--- src/rtl/uart_io_pkg.sv ---
// Shared constants for the memory-mapped UART: register map, STATUS bit layout,
// FSM encodings and the divisor clamp helper.
package uart_io_pkg;

  localparam logic [1:0] REG_DATA    = 2'd0;
  localparam logic [1:0] REG_STATUS  = 2'd1;
  localparam logic [1:0] REG_CONTROL = 2'd2;
  localparam logic [1:0] REG_BAUD    = 2'd3;

  localparam int ST_TX_BUSY      = 0;
  localparam int ST_RX_VALID     = 1;
  localparam int ST_RX_OVERRUN   = 2;
  localparam int ST_RX_FRAME_ERR = 3;
  localparam int ST_TX_DROP      = 4;

  typedef enum logic [1:0] {TX_IDLE, TX_START, TX_DATA, TX_STOP} tx_state_e;
  typedef enum logic [2:0] {RX_IDLE, RX_START, RX_DATA, RX_STOP, RX_WAIT_HIGH} rx_state_e;

  function automatic logic [15:0] clamp_div(input logic [15:0] div, input logic [15:0] min_div);
    return (div < min_div) ? min_div : div;
  endfunction

endpackage

--- src/rtl/uart_bit_timer.sv ---
// Loadable 16-bit down-counter; expire_o pulses for one cycle so that the owner
// acts exactly load_val_i clocks after the load edge.
module uart_bit_timer (
  input  logic        clk,
  input  logic        reset,
  input  logic        load_i,
  input  logic [15:0] load_val_i,
  output logic        expire_o
);

  logic [15:0] cnt_q, cnt_d;

  // NOTE: combinational blocks assign every output a default first so no latch is inferred.
  always_comb begin
    cnt_d = cnt_q;
    if (load_i) begin
      cnt_d = load_val_i;
    end else if (cnt_q != 16'd0) begin
      cnt_d = cnt_q - 16'd1;
    end
  end

  // NOTE: sequential state uses non-blocking assignments only.
  always_ff @(posedge clk) begin
    if (reset) cnt_q <= 16'd0;
    else       cnt_q <= cnt_d;
  end

  assign expire_o = (cnt_q == 16'd1);

endmodule

--- src/rtl/uart_io_controller.sv ---
// 8N1 UART device for the LogicaIO slot: DATA/STATUS/CONTROL/BAUD registers,
// single-byte TX and RX holding registers, 2-flop rx synchroniser.
module uart_io_controller
  import uart_io_pkg::*;
#(
  parameter logic [15:0] DEFAULT_DIV = 16'd868,
  parameter logic [15:0] MIN_DIV     = 16'd4
) (
  input  logic        clk,
  input  logic        reset,
  input  logic        we,
  input  logic [1:0]  reg_sel,
  input  logic        cs,
  input  logic [15:0] in,
  output logic [15:0] out,
  input  logic        rx,
  output logic        tx
);

  logic [15:0] baud_q, baud_d;
  tx_state_e   tx_state_q, tx_state_d;
  logic        tx_q, tx_d, tx_drop_q, tx_drop_d;
  logic [7:0]  tx_shift_q, tx_shift_d;
  logic [2:0]  tx_bit_q, tx_bit_d;
  logic [15:0] tx_div_q, tx_div_d, tx_tmr_val;
  logic        tx_tmr_load, tx_expire;

  logic        rx_meta_q, rx_s_q;
  rx_state_e   rx_state_q, rx_state_d;
  logic [7:0]  rx_shift_q, rx_shift_d, rx_data_q, rx_data_d;
  logic [2:0]  rx_bit_q, rx_bit_d;
  logic [15:0] rx_div_q, rx_div_d, rx_tmr_val;
  logic        rx_tmr_load, rx_expire;
  logic        rx_valid_q, rx_valid_d, rx_overrun_q, rx_overrun_d, rx_ferr_q, rx_ferr_d;
  logic        rx_byte_ok, rx_frame_bad, rx_valid_eff;

  logic wr_data, wr_ctrl, wr_baud, clr_valid, clr_err;
  logic [15:0] status;

  assign wr_data   = cs && we && (reg_sel == REG_DATA);
  assign wr_ctrl   = cs && we && (reg_sel == REG_CONTROL);
  assign wr_baud   = cs && we && (reg_sel == REG_BAUD);
  assign clr_valid = wr_ctrl && in[0];
  assign clr_err   = wr_ctrl && in[1];
  assign baud_d    = wr_baud ? in : baud_q;

  uart_bit_timer u_tx_timer (.clk(clk), .reset(reset), .load_i(tx_tmr_load),
                             .load_val_i(tx_tmr_val), .expire_o(tx_expire));
  uart_bit_timer u_rx_timer (.clk(clk), .reset(reset), .load_i(rx_tmr_load),
                             .load_val_i(rx_tmr_val), .expire_o(rx_expire));

  always_comb begin
    tx_state_d  = tx_state_q;
    tx_d        = tx_q;
    tx_shift_d  = tx_shift_q;
    tx_bit_d    = tx_bit_q;
    tx_div_d    = tx_div_q;
    tx_drop_d   = tx_drop_q && !clr_err;
    tx_tmr_load = 1'b0;
    tx_tmr_val  = tx_div_q;
    unique case (tx_state_q)
      TX_IDLE: if (wr_data) begin
        tx_state_d  = TX_START;
        tx_d        = 1'b0;
        tx_shift_d  = in[7:0];
        tx_bit_d    = 3'd0;
        tx_div_d    = clamp_div(baud_q, MIN_DIV);
        tx_tmr_load = 1'b1;
        tx_tmr_val  = clamp_div(baud_q, MIN_DIV);
      end
      TX_START: if (tx_expire) begin
        tx_state_d  = TX_DATA;
        tx_d        = tx_shift_q[0];
        tx_shift_d  = tx_shift_q >> 1;
        tx_tmr_load = 1'b1;
      end
      TX_DATA: if (tx_expire) begin
        tx_tmr_load = 1'b1;
        if (tx_bit_q == 3'd7) begin
          tx_state_d = TX_STOP;
          tx_d       = 1'b1;
        end else begin
          tx_d       = tx_shift_q[0];
          tx_shift_d = tx_shift_q >> 1;
          tx_bit_d   = tx_bit_q + 3'd1;
        end
      end
      TX_STOP: if (tx_expire) tx_state_d = TX_IDLE;
      default: tx_state_d = TX_IDLE;
    endcase
    if (wr_data && (tx_state_q != TX_IDLE)) tx_drop_d = 1'b1;
  end

  always_comb begin
    rx_state_d   = rx_state_q;
    rx_shift_d   = rx_shift_q;
    rx_bit_d     = rx_bit_q;
    rx_div_d     = rx_div_q;
    rx_tmr_load  = 1'b0;
    rx_tmr_val   = rx_div_q;
    rx_byte_ok   = 1'b0;
    rx_frame_bad = 1'b0;
    unique case (rx_state_q)
      RX_IDLE: if (!rx_s_q) begin
        rx_state_d  = RX_START;
        rx_bit_d    = 3'd0;
        rx_div_d    = clamp_div(baud_q, MIN_DIV);
        rx_tmr_load = 1'b1;
        rx_tmr_val  = clamp_div(baud_q, MIN_DIV) >> 1;
      end
      RX_START: if (rx_expire) begin
        rx_state_d  = rx_s_q ? RX_IDLE : RX_DATA;
        rx_tmr_load = !rx_s_q;
      end
      RX_DATA: if (rx_expire) begin
        rx_shift_d  = {rx_s_q, rx_shift_q[7:1]};
        rx_tmr_load = 1'b1;
        rx_bit_d    = rx_bit_q + 3'd1;
        if (rx_bit_q == 3'd7) rx_state_d = RX_STOP;
      end
      RX_STOP: if (rx_expire) begin
        rx_byte_ok   = rx_s_q;
        rx_frame_bad = !rx_s_q;
        rx_state_d   = rx_s_q ? RX_IDLE : RX_WAIT_HIGH;
      end
      RX_WAIT_HIGH: if (rx_s_q) rx_state_d = RX_IDLE;
      default: rx_state_d = RX_IDLE;
    endcase
  end

  // A same-cycle CONTROL clear makes room for the completing byte, so it lands without overrun.
  assign rx_valid_eff = rx_valid_q && !clr_valid;

  always_comb begin
    rx_valid_d   = rx_valid_eff;
    rx_data_d    = rx_data_q;
    rx_overrun_d = rx_overrun_q && !clr_err;
    rx_ferr_d    = (rx_ferr_q && !clr_err) || rx_frame_bad;
    if (rx_byte_ok) begin
      if (!rx_valid_eff) begin
        rx_data_d  = rx_shift_q;
        rx_valid_d = 1'b1;
      end else begin
        rx_overrun_d = 1'b1;
      end
    end
  end

  always_ff @(posedge clk) begin
    if (reset) begin
      baud_q       <= DEFAULT_DIV;
      tx_state_q   <= TX_IDLE;
      tx_q         <= 1'b1;
      tx_shift_q   <= 8'h00;
      tx_bit_q     <= 3'd0;
      tx_div_q     <= DEFAULT_DIV;
      tx_drop_q    <= 1'b0;
      rx_meta_q    <= 1'b1;
      rx_s_q       <= 1'b1;
      rx_state_q   <= RX_IDLE;
      rx_shift_q   <= 8'h00;
      rx_bit_q     <= 3'd0;
      rx_div_q     <= DEFAULT_DIV;
      rx_data_q    <= 8'h00;
      rx_valid_q   <= 1'b0;
      rx_overrun_q <= 1'b0;
      rx_ferr_q    <= 1'b0;
    end else begin
      baud_q       <= baud_d;
      tx_state_q   <= tx_state_d;
      tx_q         <= tx_d;
      tx_shift_q   <= tx_shift_d;
      tx_bit_q     <= tx_bit_d;
      tx_div_q     <= tx_div_d;
      tx_drop_q    <= tx_drop_d;
      rx_meta_q    <= rx;
      rx_s_q       <= rx_meta_q;
      rx_state_q   <= rx_state_d;
      rx_shift_q   <= rx_shift_d;
      rx_bit_q     <= rx_bit_d;
      rx_div_q     <= rx_div_d;
      rx_data_q    <= rx_data_d;
      rx_valid_q   <= rx_valid_d;
      rx_overrun_q <= rx_overrun_d;
      rx_ferr_q    <= rx_ferr_d;
    end
  end

  always_comb begin
    status                  = 16'h0000;
    status[ST_TX_BUSY]      = (tx_state_q != TX_IDLE);
    status[ST_RX_VALID]     = rx_valid_q;
    status[ST_RX_OVERRUN]   = rx_overrun_q;
    status[ST_RX_FRAME_ERR] = rx_ferr_q;
    status[ST_TX_DROP]      = tx_drop_q;
  end

  always_comb begin
    out = 16'h0000;
    if (cs) begin
      unique case (reg_sel)
        REG_DATA:   out = {8'h00, rx_data_q};
        REG_STATUS: out = status;
        REG_BAUD:   out = baud_q;
        default:    out = 16'h0000;
      endcase
    end
  end

  assign tx = tx_q;

endmodule
--- config.mk ---
export PLATFORM = sky130hd
export DESIGN_NAME = uart_io_controller
export DESIGN_NICKNAME = d
export VERILOG_FILES = /design/src/rtl/uart_io_pkg.sv /design/src/rtl/uart_bit_timer.sv /design/src/rtl/uart_io_controller.sv
export SDC_FILE = /design/constraint.sdc
export NUM_CORES = 1
export LEC_CHECK = 0
export BUFFER_PORTS_ARGS = -buffer_cell sky130_fd_sc_hd__buf_2
export CAP_MARGIN = 20
export CORE_MARGIN = 1.5
export CORE_UTILIZATION = 46
export DETAILED_ROUTE_END_ITERATION = 10
export MAX_ROUTING_LAYER = met4
export SYNTH_ARGS = -nofsm -noshare
export SYNTH_HDL_FRONTEND = slang
export SYNTH_SLANG_ARGS = --single-unit
--- constraint.sdc ---
create_clock -name clk -period 7.85 [get_ports clk]
set_clock_uncertainty 0.1 [all_clocks]
set_input_delay 2.355 -clock clk [delete_from_list [all_inputs] [get_ports clk]]
set_output_delay 2.355 -clock clk [all_outputs]
set_load 0.02 [all_outputs]
==> results.md <==
Run:
- The number of max-capacitance violations reported is 0.

Finish:
- The finished layout holds 876 standard cells, fillers aside.
- The growth of design area from synthesis to finish is 14.0%.
- The sequential cell area is 2440 um^2.
- Summing all multi-input logic gate instances after layout gives 3190 um^2.
- 0 antenna diodes ended up in the layout.
- The library cell used most frequently in the layout, excluding fill and tap cells, is sky130_fd_sc_hd__dfxtp_1.
- In the final layout, the share of cells above drive strength 1 is 12.6%.
- The top cell types in the final layout, fill and taps aside, are sky130_fd_sc_hd__dfxtp_1, sky130_fd_sc_hd__nand2_1, sky130_fd_sc_hd__nor2_1.
- After the last flow step, the layout net total stands at 733.
- The number of fillers in the final layout is 1176.

Power and ir drop:
- The cell leakage power is 2.72 nW.
- The completed layout was analyzed and its total power is 2.27 mW.
- IR analysis of the VDD net gives a maximum drop of 0.216 mV.
- Power spread over the standard cell area amounts to 339 nW/um^2.

Routing:
- The pre-antenna-repair detailed-routing pass consisted of 5 iterations.
- The detailed-route vias per instance is 5.62.
- In this run the remaining antenna-violating nets after routing total 0.
- The number of design rule violations left after detail routing is 0.
- The total via count in the routed design is 4919.
- The detailed router's first-iteration violation count is 240.
- Dividing the detail-routed wire length by the instance count gives 16.4 um.
- The final wirelength is 14400 um.

Clock network:
- The number of resized instances in the post-cts repair step is 0.
- The CTS tree is built.
- The H-tree depth is 4.
- The buffer levels on the longest clock path is 2.
- The clock network latency to the later pin of the worst-skew pair is 0.41 ns.
- The buffer count from post-CTS setup fixing is 0.
- The CTS clock-pin slew for the worst setup and hold paths is 0.05 ns.
- Clock tree synthesis found a total of 122 sinks.
- In this run, CTS created clock tree buffers numbering 17.
- The number of hold buffers added after CTS is 0.
- The master cell of the clock root buffer is sky130_fd_sc_hd__clkbuf_16.

Yosys:
- Synthesis instantiated 63 different standard cells from the library.
- Ranked by total cell area, the synthesized netlist is headed by sky130_fd_sc_hd__dfxtp_1, sky130_fd_sc_hd__mux2i_1, sky130_fd_sc_hd__nand2_1.
- The number of nets in the synthesized netlist is 715.
- The netlist area before placement is 5860 um^2.
- The gate count after technology mapping is 676.
- The most common flop cell mapped by yosys is sky130_fd_sc_hd__dfxtp_1.
- The number of synthesized flops with an enable pin is 0.
- For this run, the register share of the synthesized area comes to 41.7%.
- Averaged over all synthesized cells, the footprint is 8.67 um^2.
- The flip-flop and latch count after synthesis is 122.
- Of the post-synthesis cell area, the dominant cell type holds 41.7%.
- The largest total area in the synthesized netlist belongs to sky130_fd_sc_hd__dfxtp_1.
- The proportion of synthesized flip-flops having asynchronous set or reset is 0%.
- Yosys printed 0 warnings.

Floorplan:
- In this run the standard cell core region covers 12500 um^2.
- The starting density of the core is 46.8%.
- The y dimension of the die is 116 um.
- The die covers 13400 um^2.
- The width of the die is 116 um.
- 40 I/O pins were placed.
- The number of rows in the core area is 41.

Timing:
- The number of endpoints with negative hold slack in the final report is 0.
- Across all setup checks in the final design, the least slack found is 1.57 ns.
- The total negative slack is 0 ns.
- The portion of the clock cycle consumed by the worst path in the final layout is 80.0%.
- The final setup violation count is 0.
- Based on the critical path, the design can be clocked at up to 159 MHz.
- Setup repair after global routing left no endpoint under its margin.
- The number of max-slew violations in the final report is 0.
- At the pin with the least slew margin, the transition time is 0.925 ns.
- Headroom to the max-slew limit came out at 38.1%.
- The routed design could run at a clock period as short as 6.28 ns.

Global route:
- The overall routing resource usage is 23.5%.
- In the global route stage, met3 resource usage came out at 4.55%.
- Global routing consumed, on the met2 layer, 36.2% of the routing resources.
- The global-route track usage on met1 is 30.3%.
- After global routing, the most crowded layer is met2.
- The initial antenna violation count is 0.
- The pin count of the biggest net entering global routing is 61.
- The overflow left after global routing is 0.
- The first global-routing pass estimated 23400 um of wire.
- The via count of the first global-routing pass came to 4606.

Worst setup path:
- The nature of the critical path startpoint is an input port.
- The critical path endpoint category is an output port.
- The stage delay of the slowest cell on the critical path is 0.73 ns.
- At the worst endpoint, the required time is 5.39 ns.
- The worst-path cell with the longest stage delay is sky130_fd_sc_hd__and2_0.
- The critical path goes through buf_2 -> and2_0 -> a22oi_1 -> nor2b_1 -> buf_2.
- The gate family responsible for the most delay along the worst path is simple AND/OR/NAND/NOR gates.
- The number of buffers and inverters on the critical path is 2.
- The setup path with the least slack is of type input port to output port.
- Of all nets on the critical path, the largest fanout is 18.
- For the worst setup path, the data arrival time is 3.82 ns.
- The most numerous cell type found on the critical path is sky130_fd_sc_hd__buf_2.

Place:
- The final RePlAce weighted congestion is 0.778.
- The number of placed instances, taps included, is 846.
- Port buffering added 39 buffers.
- The placement-stage worst setup slack is 1.59 ns.
- The half-perimeter wire length after detailed placement is 9640 um.

Outcome:
- The flow ran to the end, and the final reports show no timing, DRC or antenna violations.

Min path:
- The worst hold path belongs to the class register to register.
routing by layer:
metal  up-vias  share of wire, %  routed length (um)
met5         -                 0                   0
met4         0               2.2                 312
met3        28               4.0                 571
met2        94                47                6730
met1      2342                47                6750
li1       2455                 -                   -
cell families after synthesis:
group / Yosys count / share of synthesized area (%)
flip-flops: 122 / 41.7
AND/OR/NAND/NOR: 290 / 25.5
buffers and inverters: 55 / 4.08
AO/OA/AOI/OAI: 133 / 15.6
adder cells (fa/ha/maj): 16 / 3.41
XOR/XNOR: 25 / 3.73
multiplexers: 35 / 6.02
path summary, 6_finish.rpt:
check / start / end / slack, ns / depth (start not counted)
max reg2reg: tx_state_q[0] / u_tx_timer.cnt_q[15] / 4.89 / 7
max: reg_sel[0] / out[7] / 1.57 / 5
min reg2reg: rx_meta_q / rx_s_q / 0.31 / 1
min: rx_meta_q / rx_s_q / 0.31 / 1
cell type report:
class | instances | share of cell area, %
multi-input combinational | 499 | 47.8
sequential | 122 | 36.6
clock buffer | 27 | 7.83
timing repair buffer | 45 | 3.93
tap | 172 | 3.22
inverter | 9 | 0.506
clock inverter | 2 | 0.150
state kept, by name, summed over array words and instances, names as in the netlist, 8 cells and up:
name / cells
baud_q: 16
u_rx_timer.cnt_q: 16
tx_div_q: 16
tx_shift_q: 8
rx_shift_q: 8
u_tx_timer.cnt_q: 16
rx_data_q: 8
rx_div_q: 16
synth_stat cells, drive strengths merged (3+ instances only):
master   number
dfxtp       122
nand2        75
nor2         67
a21oi        50
clkbuf       34
mux2i        33
nand3        26
nor3         23
ha           16
a211oi       15
nor4         15
nand2b       14
xor2         14
and3         13
a221oi       12
buf          12
xnor2        11
inv           9
and2          8
nand4         8
o21ai         8
a22oi         7
o2bb2ai       7
nand3b        6
o21bai        6
or3           6
a21o          5
nor2b         5
or2           5
or4           5
a2111oi       4
and4b         3
o31ai         3
per-stage QoR:
stage	hold WS, ns	util [%]	instance area, um^2
5_1_grt	0.333	53.4	6680
6_report	0.306	53.4	6680
3_3_place_gp	0.300	48.9	6120
4_1_cts	0.309	53.2	6650
2_1_floorplan	0.289	-	5860
3_5_place_dp	0.300	48.9	6120
power by group:
group | switching [mW] | internal, mW | leakage, nW
Combinational | 0.432 | 0.329 | 1.46
Clock | 0.257 | 0.447 | 0.265
Sequential | 0.0894 | 0.712 | 0.992
No activity file was read; power rests on OpenSTA's default activity.
